$ cat config.mk
export PLATFORM = sky130hd
export DESIGN_NAME = deserializador
export DESIGN_NICKNAME = d
export VERILOG_FILES = /design/src/rtl/deserializador_pkg.sv /design/src/rtl/deserializador_buffer_salida.sv /design/src/rtl/deserializador.sv
export SDC_FILE = /design/constraint.sdc
export NUM_CORES = 1
export LEC_CHECK = 0
export CORE_MARGIN = 8
export CORE_UTILIZATION = 30
export CTS_CLUSTER_DIAMETER = 200
export DETAILED_ROUTE_END_ITERATION = 10
export PLACE_DENSITY = 0.53
export SYNTH_ARGS = -nofsm -noshare
export SYNTH_HDL_FRONTEND = slang
export SYNTH_HIERARCHICAL = 1
export SYNTH_SLANG_ARGS = --single-unit
$ cat constraint.sdc
create_clock -name CLK -period 2.75 [get_ports CLK]
set_clock_uncertainty 0.1 [all_clocks]
set_input_delay 0.55 -clock CLK [delete_from_list [all_inputs] [get_ports CLK]]
set_output_delay 0.55 -clock CLK [all_outputs]
set_load 0.02 [all_outputs]
$ cat src/rtl/deserializador_pkg.sv
// Shared types for the serial-to-parallel receiver.
// States and bit-order encodings.
package deserializador_pkg;

  typedef enum logic {
    ST_IDLE = 1'b0,
    ST_RECV = 1'b1
  } state_e;

  localparam logic DIR_MSB_FIRST = 1'b0;
  localparam logic DIR_LSB_FIRST = 1'b1;

endpackage

$ cat src/rtl/deserializador_buffer_salida.sv
// Single-entry valid/ready output buffer.
// Owns the received word, its valid flag and the overflow flag.
module deserializador_buffer_salida #(
  parameter int WIDTH = 4
) (
  input  logic             clk_i,
  input  logic             rst_ni,
  input  logic [WIDTH-1:0] word_i,
  input  logic             done_i,
  input  logic             ready_i,
  input  logic             clr_i,
  output logic [WIDTH-1:0] q_o,
  output logic             valid_o,
  output logic             ovf_o
);

  logic [WIDTH-1:0] q_q, q_d;
  logic             valid_q, valid_d;
  logic             ovf_q, ovf_d;
  logic             drop;

  always_comb begin
    q_d     = q_q;
    valid_d = valid_q;
    ovf_d   = ovf_q;
    drop    = done_i & valid_q & ~ready_i;
    if (done_i) begin
      if (!drop) begin
        q_d     = word_i;
        valid_d = 1'b1;
      end
    end else if (valid_q && ready_i) begin
      valid_d = 1'b0;
    end
    // a fresh drop beats a simultaneous clear
    if (drop)       ovf_d = 1'b1;
    else if (clr_i) ovf_d = 1'b0;
  end

  always_ff @(posedge clk_i) begin
    if (!rst_ni) begin
      q_q     <= '0;
      valid_q <= 1'b0;
      ovf_q   <= 1'b0;
    end else begin
      q_q     <= q_d;
      valid_q <= valid_d;
      ovf_q   <= ovf_d;
    end
  end

  assign q_o     = q_q;
  assign valid_o = valid_q;
  assign ovf_o   = ovf_q;

endmodule

$ cat src/rtl/deserializador.sv
// Serial-to-parallel receiver: framing FSM, shift register
// and bit counter feeding a single-entry output buffer.
module deserializador
  import deserializador_pkg::*;
#(
  parameter int WIDTH = 4
) (
  input  logic             CLK,
  input  logic             RESET_L,
  input  logic             ENB,
  input  logic             S_IN,
  input  logic             S_VALID,
  input  logic             S_START,
  input  logic             DIR,
  input  logic             CLR,
  output logic [WIDTH-1:0] Q,
  output logic             Q_VALID,
  input  logic             Q_READY,
  output logic             OVERFLOW,
  output logic             FRAME_ERR
);

  localparam int CW = $clog2(WIDTH + 1);
  localparam logic [CW-1:0] CNT_FULL = CW'(WIDTH);

  state_e           state_q, state_d;
  logic [WIDTH-1:0] sr_q, sr_d;
  logic [CW-1:0]    cnt_q, cnt_d;
  logic             dir_q, dir_d;
  logic             ferr_q, ferr_d;

  logic             accept;
  logic             first;
  logic             dir_eff;
  logic [WIDTH-1:0] base;
  logic [WIDTH-1:0] sr_nx;
  logic [CW-1:0]    cnt_nx;
  logic             done;

  always_comb begin
    state_d = state_q;
    sr_d    = sr_q;
    cnt_d   = cnt_q;
    dir_d   = dir_q;
    ferr_d  = 1'b0;
    done    = 1'b0;
    accept  = ENB & S_VALID;
    first   = 1'b0;
    unique case (1'b1)
      (state_q == ST_IDLE): first = accept & S_START;
      (state_q == ST_RECV): first = accept & (S_START | (cnt_q == '0));
    endcase
    dir_eff = first ? DIR : dir_q;
    base    = first ? '0 : sr_q;
    sr_nx   = base;
    unique case (dir_eff)
      DIR_MSB_FIRST: sr_nx = {base[WIDTH-2:0], S_IN};
      DIR_LSB_FIRST: sr_nx = {S_IN, base[WIDTH-1:1]};
    endcase
    cnt_nx = (first ? '0 : cnt_q) + 1'b1;
    if (first || (accept && state_q == ST_RECV)) begin
      state_d = ST_RECV;
      dir_d   = dir_eff;
      sr_d    = sr_nx;
      ferr_d  = (state_q == ST_RECV) & S_START & (cnt_q != '0);
      if (cnt_nx == CNT_FULL) begin
        done  = 1'b1;
        cnt_d = '0;
      end else begin
        cnt_d = cnt_nx;
      end
    end
  end

  always_ff @(posedge CLK) begin
    if (!RESET_L) begin
      state_q <= ST_IDLE;
      sr_q    <= '0;
      cnt_q   <= '0;
      dir_q   <= DIR_MSB_FIRST;
      ferr_q  <= 1'b0;
    end else begin
      state_q <= state_d;
      sr_q    <= sr_d;
      cnt_q   <= cnt_d;
      dir_q   <= dir_d;
      ferr_q  <= ferr_d;
    end
  end

  assign FRAME_ERR = ferr_q;

  deserializador_buffer_salida #(
    .WIDTH(WIDTH)
  ) u_buf (
    .clk_i   (CLK),
    .rst_ni  (RESET_L),
    .word_i  (sr_nx),
    .done_i  (done),
    .ready_i (Q_READY),
    .clr_i   (CLR),
    .q_o     (Q),
    .valid_o (Q_VALID),
    .ovf_o   (OVERFLOW)
  );

endmodule

Word-level counts from Yosys, hierarchy flattened
Cells that the tools add are included.

storage, ports and cells
  bits in latches = 0
  bits in writable memories = 0
  memory bits (read-only) = 0
  register bits after elaboration = 16
  memories = 0
  input port bits = 9

operators by class
  shifts and indexed selects = 0
  reductions and logical operators = 10
  $add $sub $neg = 1
  eq/ne operators = 2
  $mul = 0
  bitwise operators = 12
  magnitude comparators = 0
  muxes and demuxes = 13
  div/mod/pow operators = 0

operator list
  cell                   count
  $mux W1                8
  $pmux W4 S2            1
  $and A1 B1 Y1          7
  $mux W3                2
  $reduce_and A2 Y1      3
  $mux W4                1
  $not A1 Y1             4
  $reduce_bool A2 Y1     2
  $add A3 B1 Y3 const B  1
  $eq A3 B3 Y1 const B   1
  $logic_not A3 Y1       1
  $reduce_bool A3 Y1     1
  $logic_and A1 B1 Y1    2
  $ne A2 B2 Y1 const B   1
  $pmux W1 S2            1
  $logic_or A1 B1 Y1     1
  $or A1 B1 Y1           1

Depth between registers and ports, before layout
  depth in word-level cells = 13
  gate-level depth with buffers = 8
  gate-level depth less buffers = 7

Hierarchy
The synthesis kept the hierarchy.

by module, submodules not included
  module                        area an instance (µm²)  times used  cells an instance
  deserializador                588.1                   1           66
  deserializador_buffer_salida  254.0                   1           26

Worst setup path after synthesis
No wires, ideal clock.

  path kind = input-to-reg
  from = in ENB
  to = reg u_buf.q_q[0], in the netlist u_buf/q_o[0]
  cell stages on the path = 8
  path buffers = 1
  setup time = 118 ps
  arrival time = 1757 ps
  slack = 775 ps
  path through = nand3_1 and2_2 ha_1 ha_1 and2_1 nor2b_2 buf_6 mux2i_1

between the ends
  word-level cells in the longest chain between the ends = 12
  elaborated cells between the ends (all ways) = 19

ends and longest elaborated chain
  element                                  RTL line                                    source
  from (decl)                              deserializador.sv:10                        input logic ENB,
  $and A1 B1 Y1 (*)                        deserializador.sv:47                        accept = ENB & S_VALID;
  $and A1 B1 Y1, on equally long branches  deserializador.sv:51, deserializador.sv:50
  $pmux W1 S2                              deserializador.sv:49                        unique case (1'b1)
  $mux W3                                  deserializador.sv:60                        cnt_nx = (first ? '0 : cnt_q) + 1'b1;
  $add A3 B1 Y3                            deserializador.sv:60
  $eq A3 B3 Y1                             deserializador.sv:66                        if (cnt_nx == CNT_FULL) begin
  $mux W1                                  deserializador.sv:66
  $mux W1 (*)                              deserializador.sv:61                        if (first || (accept && state_q == ST_RECV)) begin
  net done                                 deserializador.sv:38                        logic done;
  $and A1 B1 Y1 (2 in a row)               deserializador_buffer_salida.sv:26          drop = done_i & valid_q & ~ready_i;
  $not A1 Y1 (no line)                     --
  $reduce_and A2 Y1 (no line) (*)          --
  to (signal assigned)                     deserializador_buffer_salida.sv:46          q_q <= q_d;
  to (decl)                                deserializador_buffer_salida.sv:17          logic [WIDTH-1:0] q_q, q_d;

Mark *: on every way through the listed nets, which the timed path passes. The rest lies on a longest branch.
A chain may end at the register's enable or synchronous reset.

Final worst setup path
  from = in S_START
  to = reg u_buf.q_q[1], in the netlist u_buf/q_o[1]

between the ends
  word-level cells in the longest chain between the ends = 12
  elaborated cells between the ends (all ways) = 18

ends and longest elaborated chain
  element                          RTL line                            source
  from (decl)                      deserializador.sv:13                input logic S_START,
  $or A1 B1 Y1                     deserializador.sv:51                (state_q == ST_RECV): first = accept & (S_START | (cnt_q == '0));
  $and A1 B1 Y1                    deserializador.sv:51
  $pmux W1 S2 (*)                  deserializador.sv:49
  $mux W3                          deserializador.sv:60
  $add A3 B1 Y3                    deserializador.sv:60
  $eq A3 B3 Y1                     deserializador.sv:66
  $mux W1                          deserializador.sv:66
  $mux W1 (*)                      deserializador.sv:61
  net done                         deserializador.sv:38
  $and A1 B1 Y1 (2 in a row)       deserializador_buffer_salida.sv:26
  $not A1 Y1 (no line)             --
  $reduce_and A2 Y1 (no line) (*)  --

Marks and branches as above.

==> results.toml <==
[worst_setup_path]
max_stage_delay_ns = 0.54
start_kind = "input port"
required_ns = 2.83
path_max_fanout = 6
cp.arrival_ns = 2.36
crit_chain = "clkdlybuf4s50_1, nand3_1, and2_2, ha_1, ha_1, and2_1, nor2b_2, mux2i_1"
end_kind = "flop"
setup.worst_path.class = "input port to flop"
cp_slowest_cell = "clkdlybuf4s50_1"
cpMostUsedCell = "ha_1"

[power_and_ir_drop]
vdd_drop_max_v = 0.000223
power_uw = 445
powerDensity_mw_per_mm2 = 428
leakage_uw = 0.000374

[layout]
fillers = 307
antenna_cells = 0
drive_gt1_frac = 0.121
area_growth_pct = 23.5
final_cell_area_mm2 = 0.00104
fin_nets = 120
fin_util = 0.384

[clock_tree]
cts_resized = 0
clk_transition_reported_paths_ns = 0.10
ctsHoldBuffers = 0
htreeDepth = 1
cts_root_buf = "clkbuf_4"
clockBufferDepth = 2
clkSinkCount = 16
numCtsBuffers = 3
clock_latency_ns = 0.28
post_cts_buffers = 0
cts_tree = "built"

[sta]
whs_ns = 0.374
worstMarginPinSlew_ns = 0.664
relSlewSlack = 0.556
post-route-period-util = 0.832
maxSlewViolCount = 0
fin_tns_setup_ns = 0
finalSetupViolCount = 0
grt_setup_unrepaired = "no"
clock.fmax_mhz = 437
hold_violations = 0
finalCriticalPeriod_ns = 2.29

[floorplanning]
num_rows = 19
die-area_mm2 = 0.00476
die_x_um = 69.0
core-area_mm2 = 0.00271
die_y_um = 69.0
io_pins = 16
start_util = 0.311

[detailed_routing]
via_per_inst = 4.61
route.detailed.drc = 0
vias = 636
dr.pass1.iters = 2
routed_wl_um = 1640
wl_per_cell_um = 11.9
postRouteAntennaNets = 0
first_iter_violations = 23

[yosys]
async_reset_ff_frac = 0
yosysTopAreaCellShare = 0.380
synth_top_flop_cell = "dfxtp_1"
yosysUniqueCellTypes = 30
ys_seq_elements = 16
yosys-top-cells-count = "16 x dfxtp_1, 16 x nand2_1, 9 x mux2i_1, 6 x nor2_1, 5 x inv_1"
synth_area_um2 = 842
yosys_warnings = 6
yosys.area.top_type = "dfxtp_1"
synth_area_leaders = "dfxtp_1 38%, mux2i_1 11%, nand2_1 7.1%"
syn_nets = 104
syn_area_per_cell_um2 = 9.15
synth_cells = 92
yosysSeqAreaShare = 0.380
synth_edf_count = 0

[flow_run]
cap_violations = 0

[global_route]
grt_pass1_vias = 637
track_usage = 0.0751
antenna_found_initial = 0
overflow = 0
grt_pass1_wl_um = 2730
grt_max_degree = 22

[placement]
place_hpwl_um = 1260
gp_congestion = 0.725
io_buffers = 15
place_area_mm2 = 0.00100

[outcome]
status = "completed"

[worst_hold_path]
holdCritPathClass = "flop to flop"
==> cells in the final DEF, fill, tap and decap left out <==
cell             netlist  layout
o311ai_0               1       1
nor4b_4                1       1
nor2b_4                1       1
nor2_1                 6       6
nor2b_1                4       4
clkbuf_4               0       3
clkdlybuf4s50_1        0      15
mux2i_1                9       9
ha_1                   3       3
nand3_1                3       3
dfxtp_1               16      16
nor2b_2                1       1
and2_1                 3       3
o32ai_1                2       2
clkbuf_8               0       1
a21oi_1                1       1
inv_1                  5       5
o21ba_1                1       1
o21a_1                 1       1
buf_4                  1       2
nand2_1               16      16
a31oi_1                2       2
and2_2                 1       1
a21oi_2                1       1
mux2_4                 1       1
o21bai_1               1       1
o221ai_2               1       1
o21ai_0                3       3
a21boi_0               2       2
==> cell families (layout without fill, tap and decap cells) <==
logic type	count (synthesis)	after routing	share of synthesized area
compound gates	16	16	0.146
fa+ha+maj	3	3	0.0446
buf+inv	11	26	0.0728
flops	16	16	0.380
mux	10	10	0.125
simple gates	36	36	0.232
==> layer usage <==
metal / global-route usage / up-vias / part of all wire
li1: - / 342 / -
met1: 0.0950 / 279 / 0.51
met2: 0.114 / 13 / 0.40
met3: 0.0258 / 2 / 0.088
met4: 0.0301 / 0 / 0.0037
met5: 0 / - / 0
==> cell type report <==
type / count / area (um2) / area share
Multi-Input combinational cell: 65 / 460 / 0.443
Tap cell: 31 / 38.8 / 0.0373
Sequential cell: 16 / 320 / 0.308
Timing Repair Buffer: 17 / 165 / 0.159
Inverter: 5 / 18.8 / 0.0181
Clock buffer: 4 / 36.3 / 0.0349
==> state kept, by name, indices dropped and copies added, names as in the netlist <==
name	cells
FRAME_ERR	1
cnt_q	3
u_buf/ovf_o	1
u_buf/q_o	4
state_q	1
dir_q	1
sr_q	4
u_buf/valid_o	1
==> through the flow <==
step / cells / worst slack, ns
after CTS: 138 / 0.471
final: 138 / 0.463
after global placement: 134 / 0.197
after global routing: 138 / 0.360
after floorplan: 92 / 0.775
after detailed placement: 134 / 0.154
==> critical path: cells and delay by family <==
| kind | cells | cell delay (ns) |
|---|---|---|
| fa+ha+maj | 2 | 0.37 |
| buf+inv | 1 | 0.54 |
| mux | 1 | 0.12 |
| simple gates | 4 | 0.78 |
==> final timing paths <==
| check | cells after the start | slack (ns) | to | startpoint |
|---|---|---|---|---|
| worst max-delay path | 8 | 0.46 | u_buf/q_o[1] | S_START |
| worst min-delay path | 2 | 0.37 | u_buf/q_o[0] | u_buf/q_o[0] |
| worst max register to register | 6 | 1.04 | u_buf/q_o[1] | cnt_q[0] |
| worst min register to register | 2 | 0.37 | u_buf/q_o[0] | u_buf/q_o[0] |
==> report_power, final <==
group	switching, uW	total [uW]	internal, uW
Sequential	4.75	241	236
Clock	76.0	157	80.5
Combinational	22.3	47.2	24.9
Total	103	445	341
(Power assumes the default switching activity.)
